===== src/rtl/clk_sched_pkg.sv =====
`default_nettype none
// ============================================================================
// Module      : clk_sched_pkg
// Description : Shared encodings for the clock-enable scheduler: FSM states
//               and command op codes (also used by the MMIO decoder).
// Revision    : 1.0 - initial release
// ============================================================================
package clk_sched_pkg;

    typedef enum logic [1:0] {
        RST_SEQ = 2'd0,
        HALT    = 2'd1,
        RUN     = 2'd2,
        STEP    = 2'd3
    } state_t;

    localparam logic [1:0] OP_RUN    = 2'd0;
    localparam logic [1:0] OP_HALT   = 2'd1;
    localparam logic [1:0] OP_STEP   = 2'd2;
    localparam logic [1:0] OP_SETDIV = 2'd3;

endpackage : clk_sched_pkg
`default_nettype wire


===== src/rtl/ce_prescaler.sv =====
`default_nettype none
// ============================================================================
// Module      : ce_prescaler
// Description : Programmable prescaler. Counts 0..div while enabled and
//               flags tick when the count equals div (period div+1).
// Revision    : 1.0 - initial release
// ============================================================================
module ce_prescaler #(
    parameter int ARG_W = 16
) (
    input  logic             clk,
    input  logic             resetn,
    input  logic [ARG_W-1:0] div,
    input  logic             clear,
    input  logic             enable,
    output logic             tick
);

    logic [ARG_W-1:0] pre;

    assign tick = (pre == div);

    // Count while enabled and wrap on tick; a clear restarts the period at 0
    always_ff @(posedge clk or negedge resetn) begin
        if (!resetn) begin
            pre <= '0;
        end else if (clear) begin
            pre <= '0;
        end else if (enable) begin
            if (tick) begin
                pre <= '0;
            end else begin
                pre <= pre + ARG_W'(1);
            end
        end
    end

endmodule : ce_prescaler
`default_nettype wire


===== src/rtl/clk_sched.sv =====
`default_nettype none
// ============================================================================
// Module      : clk_sched
// Description : Staged reset sequencer plus clock-enable scheduler with
//               HALT / RUN / STEP-N / divided-rate modes, commanded over a
//               valid/ready port.
// Revision    : 1.0 - initial release
// ============================================================================
module clk_sched
    import clk_sched_pkg::*;
#(
    parameter int NSTAGE    = 3,
    parameter int STAGE_GAP = 4,
    parameter int ARG_W     = 16,
    parameter int BOOT_RUN  = 0
) (
    input  logic              clk,
    input  logic              resetn,
    input  logic              cmd_valid,
    output logic              cmd_ready,
    input  logic [1:0]        cmd_op,
    input  logic [ARG_W-1:0]  cmd_arg,
    output logic              ce,
    output logic [NSTAGE-1:0] stage_resetn,
    output logic [1:0]        state,
    output logic              done
);

    localparam int SEQ_END = NSTAGE * STAGE_GAP;
    localparam int SEQ_W   = $clog2(SEQ_END + 1);

    state_t            cur_state;
    logic [SEQ_W-1:0]  seq;
    logic [SEQ_W-1:0]  seq_next;
    logic [ARG_W-1:0]  div;
    logic [ARG_W-1:0]  rem;
    logic [NSTAGE-1:0] stage_hit;
    logic              accept;
    logic              active;
    logic              tick;

    assign state     = cur_state;
    assign cmd_ready = (cur_state != RST_SEQ);
    assign accept    = cmd_valid & cmd_ready;

    // Prescaler only advances while enables are actually being produced
    assign active    = (cur_state == RUN) | ((cur_state == STEP) & (rem != '0));
    assign ce        = tick & active;

    // Stage thresholds are compared against the post-edge count so that a
    // stage output rises on the same edge that seq reaches its threshold
    assign seq_next  = seq + SEQ_W'(1);

    for (genvar i = 0; i < NSTAGE; i++) begin : g_stage
        assign stage_hit[i] = (seq_next >= SEQ_W'((i + 1) * STAGE_GAP));
    end

    ce_prescaler #(
        .ARG_W (ARG_W)
    ) u_prescaler (
        .clk    (clk),
        .resetn (resetn),
        .div    (div),
        .clear  (accept),
        .enable (active),
        .tick   (tick)
    );

    // Main FSM: reset sequencing, command handling and step countdown
    always_ff @(posedge clk or negedge resetn) begin
        if (!resetn) begin
            cur_state    <= RST_SEQ;
            seq          <= '0;
            div          <= '0;
            rem          <= '0;
            done         <= 1'b0;
            stage_resetn <= '0;
        end else begin
            done <= 1'b0;
            if (cur_state == RST_SEQ) begin
                seq          <= seq_next;
                stage_resetn <= stage_resetn | stage_hit;
                if (seq_next == SEQ_W'(SEQ_END)) begin
                    cur_state <= (BOOT_RUN != 0) ? RUN : HALT;
                end
            end else if (accept) begin
                // A command wins over step exhaustion in the same cycle
                case (cmd_op)
                    OP_RUN: begin
                        cur_state <= RUN;
                    end
                    OP_HALT: begin
                        cur_state <= HALT;
                        rem       <= '0;
                    end
                    OP_STEP: begin
                        if (cmd_arg == '0) begin
                            cur_state <= HALT;
                            done      <= 1'b1;
                        end else begin
                            cur_state <= STEP;
                            rem       <= cmd_arg;
                        end
                    end
                    default: begin
                        div <= cmd_arg;
                    end
                endcase
            end else if ((cur_state == STEP) && ce) begin
                rem <= rem - ARG_W'(1);
                if (rem == ARG_W'(1)) begin
                    cur_state <= HALT;
                    done      <= 1'b1;
                end
            end
        end
    end

endmodule : clk_sched
`default_nettype wire


===== config.mk =====
export PLATFORM = sky130hd
export DESIGN_NAME = clk_sched
export DESIGN_NICKNAME = d
export VERILOG_FILES = /design/src/rtl/clk_sched_pkg.sv /design/src/rtl/ce_prescaler.sv /design/src/rtl/clk_sched.sv
export SDC_FILE = /design/constraint.sdc
export NUM_CORES = 1
export LEC_CHECK = 0
export ABC_AREA = 1
export CORE_ASPECT_RATIO = 2
export CORE_MARGIN = 8
export CORE_UTILIZATION = 30
export CTS_CLUSTER_SIZE = 30
export DETAILED_ROUTE_END_ITERATION = 10
export PLACE_DENSITY_LB_ADDON = 0.25
export SLEW_MARGIN = 20
export SYNTH_ARGS = -nofsm -noshare
export SYNTH_HDL_FRONTEND = slang
export SYNTH_SLANG_ARGS = --single-unit

===== constraint.sdc =====
create_clock -name clk -period 4.25 [get_ports clk]
set_input_delay 0.6375 -clock clk [delete_from_list [all_inputs] [get_ports clk]]
set_output_delay 0.6375 -clock clk [all_outputs]
set_load 0.02 [all_outputs]

==> results of run 1 <==
## state kept, by name, indices dropped and copies added (netlist names)
register and flops:
u_prescaler.pre 16, rem 16, done 1, seq 4, div 16, stage_resetn 3, state 2
## cells in the final DEF (no fill, tap or decap), types with 2 or more instances in the layout
cell	count
nor3_1	10
inv_2	18
nand4_1	12
o21ai_1	15
nor2_2	2
a22oi_1	6
clkbuf_8	2
a21oi_1	13
clkinv_2	3
nand3b_1	2
o21ai_2	8
nand3_1	30
nand2_2	7
xor2_1	15
nand2_8	2
xnor2_1	3
nand2_4	4
dfrtp_1	58
clkbuf_16	9
nor3_2	2
nor2_1	45
nand2_1	135
o22ai_1	7
nor4_1	2
clkdlybuf4s50_1	27
o21ai_0	19
ha_1	9
nor2_4	5
inv_1	61
## kinds of logic (layout without fill, tap and decap cells)
| kind of cell | count (synthesis) | after routing | synth area share [%] |
|---|---|---|---|
| buffers and inverters | 88 | 123 | 9.98 |
| AOI/OAI and AO/OA | 73 | 73 | 11.7 |
| xor gates and xnor gates | 18 | 18 | 4.19 |
| DFF | 58 | 58 | 38.6 |
| and+or+nand+nor | 260 | 260 | 32.5 |
| adders and majority gates | 9 | 9 | 2.99 |
## area by class of cell
class | instances | area [um^2] | share of cell area (%)
Inverter | 79 | 297 | 6.70
Clock inverter | 3 | 15.0 | 0.339
Sequential cell | 58 | 1450 | 32.8
Clock buffer | 12 | 256 | 5.80
Timing Repair Buffer | 29 | 283 | 6.39
Tap cell | 150 | 188 | 4.24
Multi-Input combinational cell | 360 | 1940 | 43.7
## stage by stage
| stage | instances | instance area [um^2] | worst slack (ns) |
|---|---|---|---|
| floorplan | 506 | 3760 | 2.26 |
| global placement | 676 | 4150 | 1.62 |
| detailed placement | 676 | 4150 | 1.61 |
| CTS | 691 | 4430 | 1.22 |
| global route | 691 | 4430 | 1.10 |
| finish | 691 | 4430 | 1.27 |
## layer usage
layer | up-vias | part of all wire (%) | global-route usage (%)
li1 | 1690 | - | -
met1 | 1514 | 45 | 16.2
met2 | 64 | 49 | 19.0
met3 | 9 | 4.4 | 3.15
met4 | 0 | 1.5 | 4.52
met5 | - | 0 | 0
## power breakdown
part           internal [W]  switching (W)
sequential         0.000725       0.000186
combinational      0.000429       0.000750
clock              0.000419       0.000246
total               0.00157        0.00118
## worst max path at each step
stage | from | endpoint | slack (ns) | cells past startpoint
finish | u_prescaler.pre[10]$_DFFE_PN0P_ | ce | 1.27 | 9
global route | u_prescaler.pre[9]$_DFFE_PN0P_ | ce | 1.10 | 9
CTS | u_prescaler.pre[10]$_DFFE_PN0P_ | ce | 1.22 | 9
detailed placement | cmd_valid | div[12]$_DFFE_PN0P_ | 1.61 | 5
global placement | u_prescaler.pre[10]$_DFFE_PN0P_ | ce | 1.62 | 9
floorplan | u_prescaler.pre[10]$_DFFE_PN0P_ | ce | 2.26 | 8
==> out/qor.yml, run 1 <==
run_status:
  outcome: "completed"
power_and_ir_drop:
  total_leakage_power_nw: 2.09
  vdd_ir_drop_max_v: 0.000416
  power.total_w: 0.00275
  power_density_nw_per_um2: 622
yosys:
  ys_types: 37
  ys_top_cells_by_count: "nand2_1, inv_1, dfrtp_1"
  synthTopCellsByArea: "dfrtp_1, nand2_1, inv_1"
  avgSynthCellArea_um2: 7.44
  synthCells: 506
  synth_area_um2: 3760
  synth_fp_nets: 536
  yosys_warnings: 0
  ys_async_sr_fraction_pct: 100
  synth_edf_count: 0
  seq_area_frac_synth_pct: 38.6
  synth_ff_type: "dfrtp_1"
  yosysTopAreaCellShare_pct: 38.6
  yosys.area.top_type: "dfrtp_1"
  post-synth-top-count-cell: "nand2_1"
  ys_seq_elements: 58
setup_path:
  critical_path_peak_fanout: 7
  slowest_delay_ns: 0.64
  critPathArrivalTime_ns: 2.34
  crit_chain: "inv_2, nand2_1, nand2_1, nor2_1, nand2_1, nor2_4, nand2_1, nor2_1, clkdlybuf4s50_1"
  rr_worst_depth: 6
  path_buf_inv: 2
  rr_startpoint: "state[1]$_DFFE_PN0P_"
  crit_slowest_cell: "clkdlybuf4s50_1"
  crit_path_start_kind: "flip-flop"
  crit_path_end_kind: "primary output"
  crit_top_cell: "nand2_1"
  reg2reg_to: "div[12]$_DFFE_PN0P_"
  worstSetupPathType: "reg -> out"
  cp_top_family: "simple AND/OR/NAND/NOR gates"
  worstPathRequired_ns: 3.61
  r2r_slack_ns: 1.95
floorplanning:
  start_util_pct: 30.3
  die_x_um: 95.2
  dieArea_um2: 16600
  die_y_um: 174
  num_rows: 58
  ios: 29
  core_region_area_um2: 12400
hold_path:
  min_path_type: "in -> async"
clock_network:
  clock-sinks: 58
  cts_tree: "built"
  cts_made_buffers: 9
  clk_pin_slew_ns: 0.05
  insertion_delay_ns: 0.33
  cts_resized: 0
  h-tree-depth: 3
  cts-root-buf: "clkbuf_16"
  cts_setup_buffers: 0
  hold_buffers: 0
  cts_buffer_depth: 2
grt:
  overflow: 0
  grt_pass1_vias: 3230
  grt_max_degree: 34
  grt_use_total_pct: 12.4
  antenna_found_initial: 0
  grt_pass1_wl_mm: 16.1
routing:
  vias_per_cell: 4.74
  first_iter_violations: 158
  num_vias: 3277
  ant_nets: 0
  wire_per_inst_um: 13.9
  drt-total-wl_mm: 9.60
  drt-pass1-iter-count: 4
  drc: 0
sta:
  hold_viol_final: 0
  worstMarginPinSlew_ns: 0.839
  rsz0062_at_grt: "no"
  fin_setup_tns_ns: 0
  setup_violations: 0
  fin_skew_ns: 0.00437
  timing.final.crit_share_pct: 70.1
  max_freq_mhz: 336
  fin_hold_ws_ns: 0.319
  timing.slew.headroom_pct: 44.0
  slew_violations: 0
  fin_crit_ns: 2.98
layout:
  fill_cells: 1332
  antenna_cells: 0
  fin_nets: 567
  drive_gt1_share_pct: 12.6
  fin_util_pct: 35.7
  area_growth_pct: 17.6
place:
  io_buffers: 28
  dp_hpwl_mm: 7.20
  place_congestion: 0.880
job:
  drv_cap: 0
Power figures use the tool's default switching activity.
==> run 2: changes to the inputs <==
clock period = 2.9 ns   (was 4.25 ns; I/O delays follow)
==> out/qor.yml, run 2 (synthesis gave the netlist of run 1 again) <==
power_and_ir_drop:
  vdd_ir_drop_max_v: 0.000599
  total_leakage_power_nw: 2.13
  power_density_nw_per_um2: 925
clock_network:
  cts-root-buf: "clkbuf_16"
  insertion_delay_ns: 0.33
  cts_made_buffers: 9
  h-tree-depth: 3
  cts_tree: "built"
  clk_pin_slew_ns: 0.05
  clock-sinks: 58
  cts_buffer_depth: 2
routing:
  drt-total-wl_mm: 9.59
  first_iter_violations: 166
  num_vias: 3217
  drt-pass1-iter-count: 4
  ant_nets: 0
  vias_per_cell: 4.64
  drc: 0
  wire_per_inst_um: 13.8
layout:
  fin_nets: 568
  drive_gt1_share_pct: 12.5
  final_area_um2: 4480
  area_growth_pct: 19.0
  layout_common_cells: "nand2_1, inv_1, dfrtp_1"
  antenna_cells: 0
  top_regs: "div: 16 flops, rem: 16 flops, u_prescaler.pre: 16 flops"
  final_common_cell: "nand2_1"
setup_path:
  worstPathRequired_ns: 2.47
  path_buf_inv: 1
  cp_top_family: "simple AND/OR/NAND/NOR gates"
  crit_chain: "xor2_1, nor2_1, nand2_1, nor2_4, nand2_1, nor2_1, dlymetal6s2s_1"
  crit_path_end_kind: "primary output"
  slowest_delay_ns: 0.43
  crit_slowest_cell: "dfrtp_1"
  worstSetupPathType: "reg -> out"
  critical_path_peak_fanout: 5
  crit_path_start_kind: "flip-flop"
  critPathArrivalTime_ns: 1.94
sta:
  worstMarginPinSlew_ns: 0.389
  setup_violations: 0
  fin_skew_ns: 0.00621
  slew_violations: 0
  fin_setup_tns_ns: 0
  fin_crit_ns: 2.37
  timing.final.crit_share_pct: 81.8
  max_freq_mhz: 422
  timing.slew.headroom_pct: 73.9
  rsz0062_at_grt: "no"
  hold_viol_final: 0
place:
  placed_area_um2: 4170
  dp_hpwl_mm: 7.09
  io_buffers: 28
  place_congestion: 0.845
floorplanning:
  num_rows: 58
  start_util_pct: 30.3
  die_x_um: 95.2
  ios: 29
  core_region_area_um2: 12400
  dieArea_um2: 16600
  die_y_um: 174
run_status:
  outcome: "completed"
grt:
  grt_max_degree: 59
  antenna_found_initial: 0
  grt_pass1_wl_mm: 16.2
  grt_pass1_vias: 3283
  grt_use_total_pct: 12.4
  overflow: 0
hold_path:
  min_path_type: "in -> async"
job:
  drv_cap: 0
==> run 2: changes by cell type in the layout (fill, tap and decap cells not counted), sizes merged <==
cell | before | now
buf | 2 | 3
bufinv | 0 | 1
clkbuf | 12 | 14
clkdlybuf4s50 | 27 | 26
clkinv | 3 | 1
dlymetal6s2s | 0 | 1
==> run 2: final cells by class <==
type                    instances  area (um^2)
clock buffers                  14          264
clock inverters                 2         35.0
fillers                      1314         7930
inverters                      79          297
multi-input cells             360         1940
flip-flops and latches         58         1450
well taps                     150          188
repair buffers                 30          305
==> run 2: per-layer routing <==
| layer | part of all wire, % | up-vias | global-route usage [%] |
|---|---|---|---|
| li1 | - | 1695 | - |
| met1 | 47 | 1453 | 16.2 |
| met2 | 48 | 61 | 19.5 |
| met3 | 4.6 | 8 | 2.59 |
| met4 | 0.91 | 0 | 4.52 |
| met5 | 0 | - | 0 |
==> run 2: stage by stage <==
stage	total power (W)	hold WS, ns	setup WS [ns]	utilization, %	std cells
floorplan	0.00267	0.139	1.12	-	506
global placement	0.00307	0.457	0.518	33.6	677
detailed placement	0.00309	0.455	0.486	33.6	677
CTS	0.00419	0.128	0.112	36.0	693
global route	0.00450	0.143	0.310	36.1	693
finish	0.00414	0.105	0.528	36.1	693
==> run 2: what timing repair did <==
| action | 4_1_cts | 5_1_grt |
|---|---|---|
| hold buffers | 0 | 0 |
| setup buffers | 0 | 0 |
| setup endpoints to repair | 0 | 1 |
| resized for setup | 0 | 1 |
==> run 2: path summary, 6_finish.rpt <==
check                                               start                         endpoint  slack, ns  cells after the start
hold / removal                                     resetn   u_prescaler.pre[9]$_DFFE_PN0P_       0.11                      2
hold reg to reg               stage_resetn[0]$_DFFE_PN0P_      stage_resetn[0]$_DFFE_PN0P_       0.47                      1
max in group asynchronous                          resetn               rem[6]$_DFFE_PN0P_       2.53                      2
setup reg to reg                     state[1]$_DFFE_PN0P_  u_prescaler.pre[11]$_DFFE_PN0P_       0.82                      8
setup / recovery           u_prescaler.pre[3]$_DFFE_PN0P_                               ce       0.53                      7
min in group clk              stage_resetn[0]$_DFFE_PN0P_      stage_resetn[0]$_DFFE_PN0P_       0.47                      1
==> run 2: power breakdown <==
group / internal [W] / total, W / leakage, nW / switching [W]
sequential: 0.00106 / 0.00133 / 0.746 / 0.000269
combinational: 0.000632 / 0.00173 / 1.24 / 0.00110
clock: 0.000711 / 0.00108 / 0.147 / 0.000369
total: 0.00241 / 0.00414 / 2.13 / 0.00173
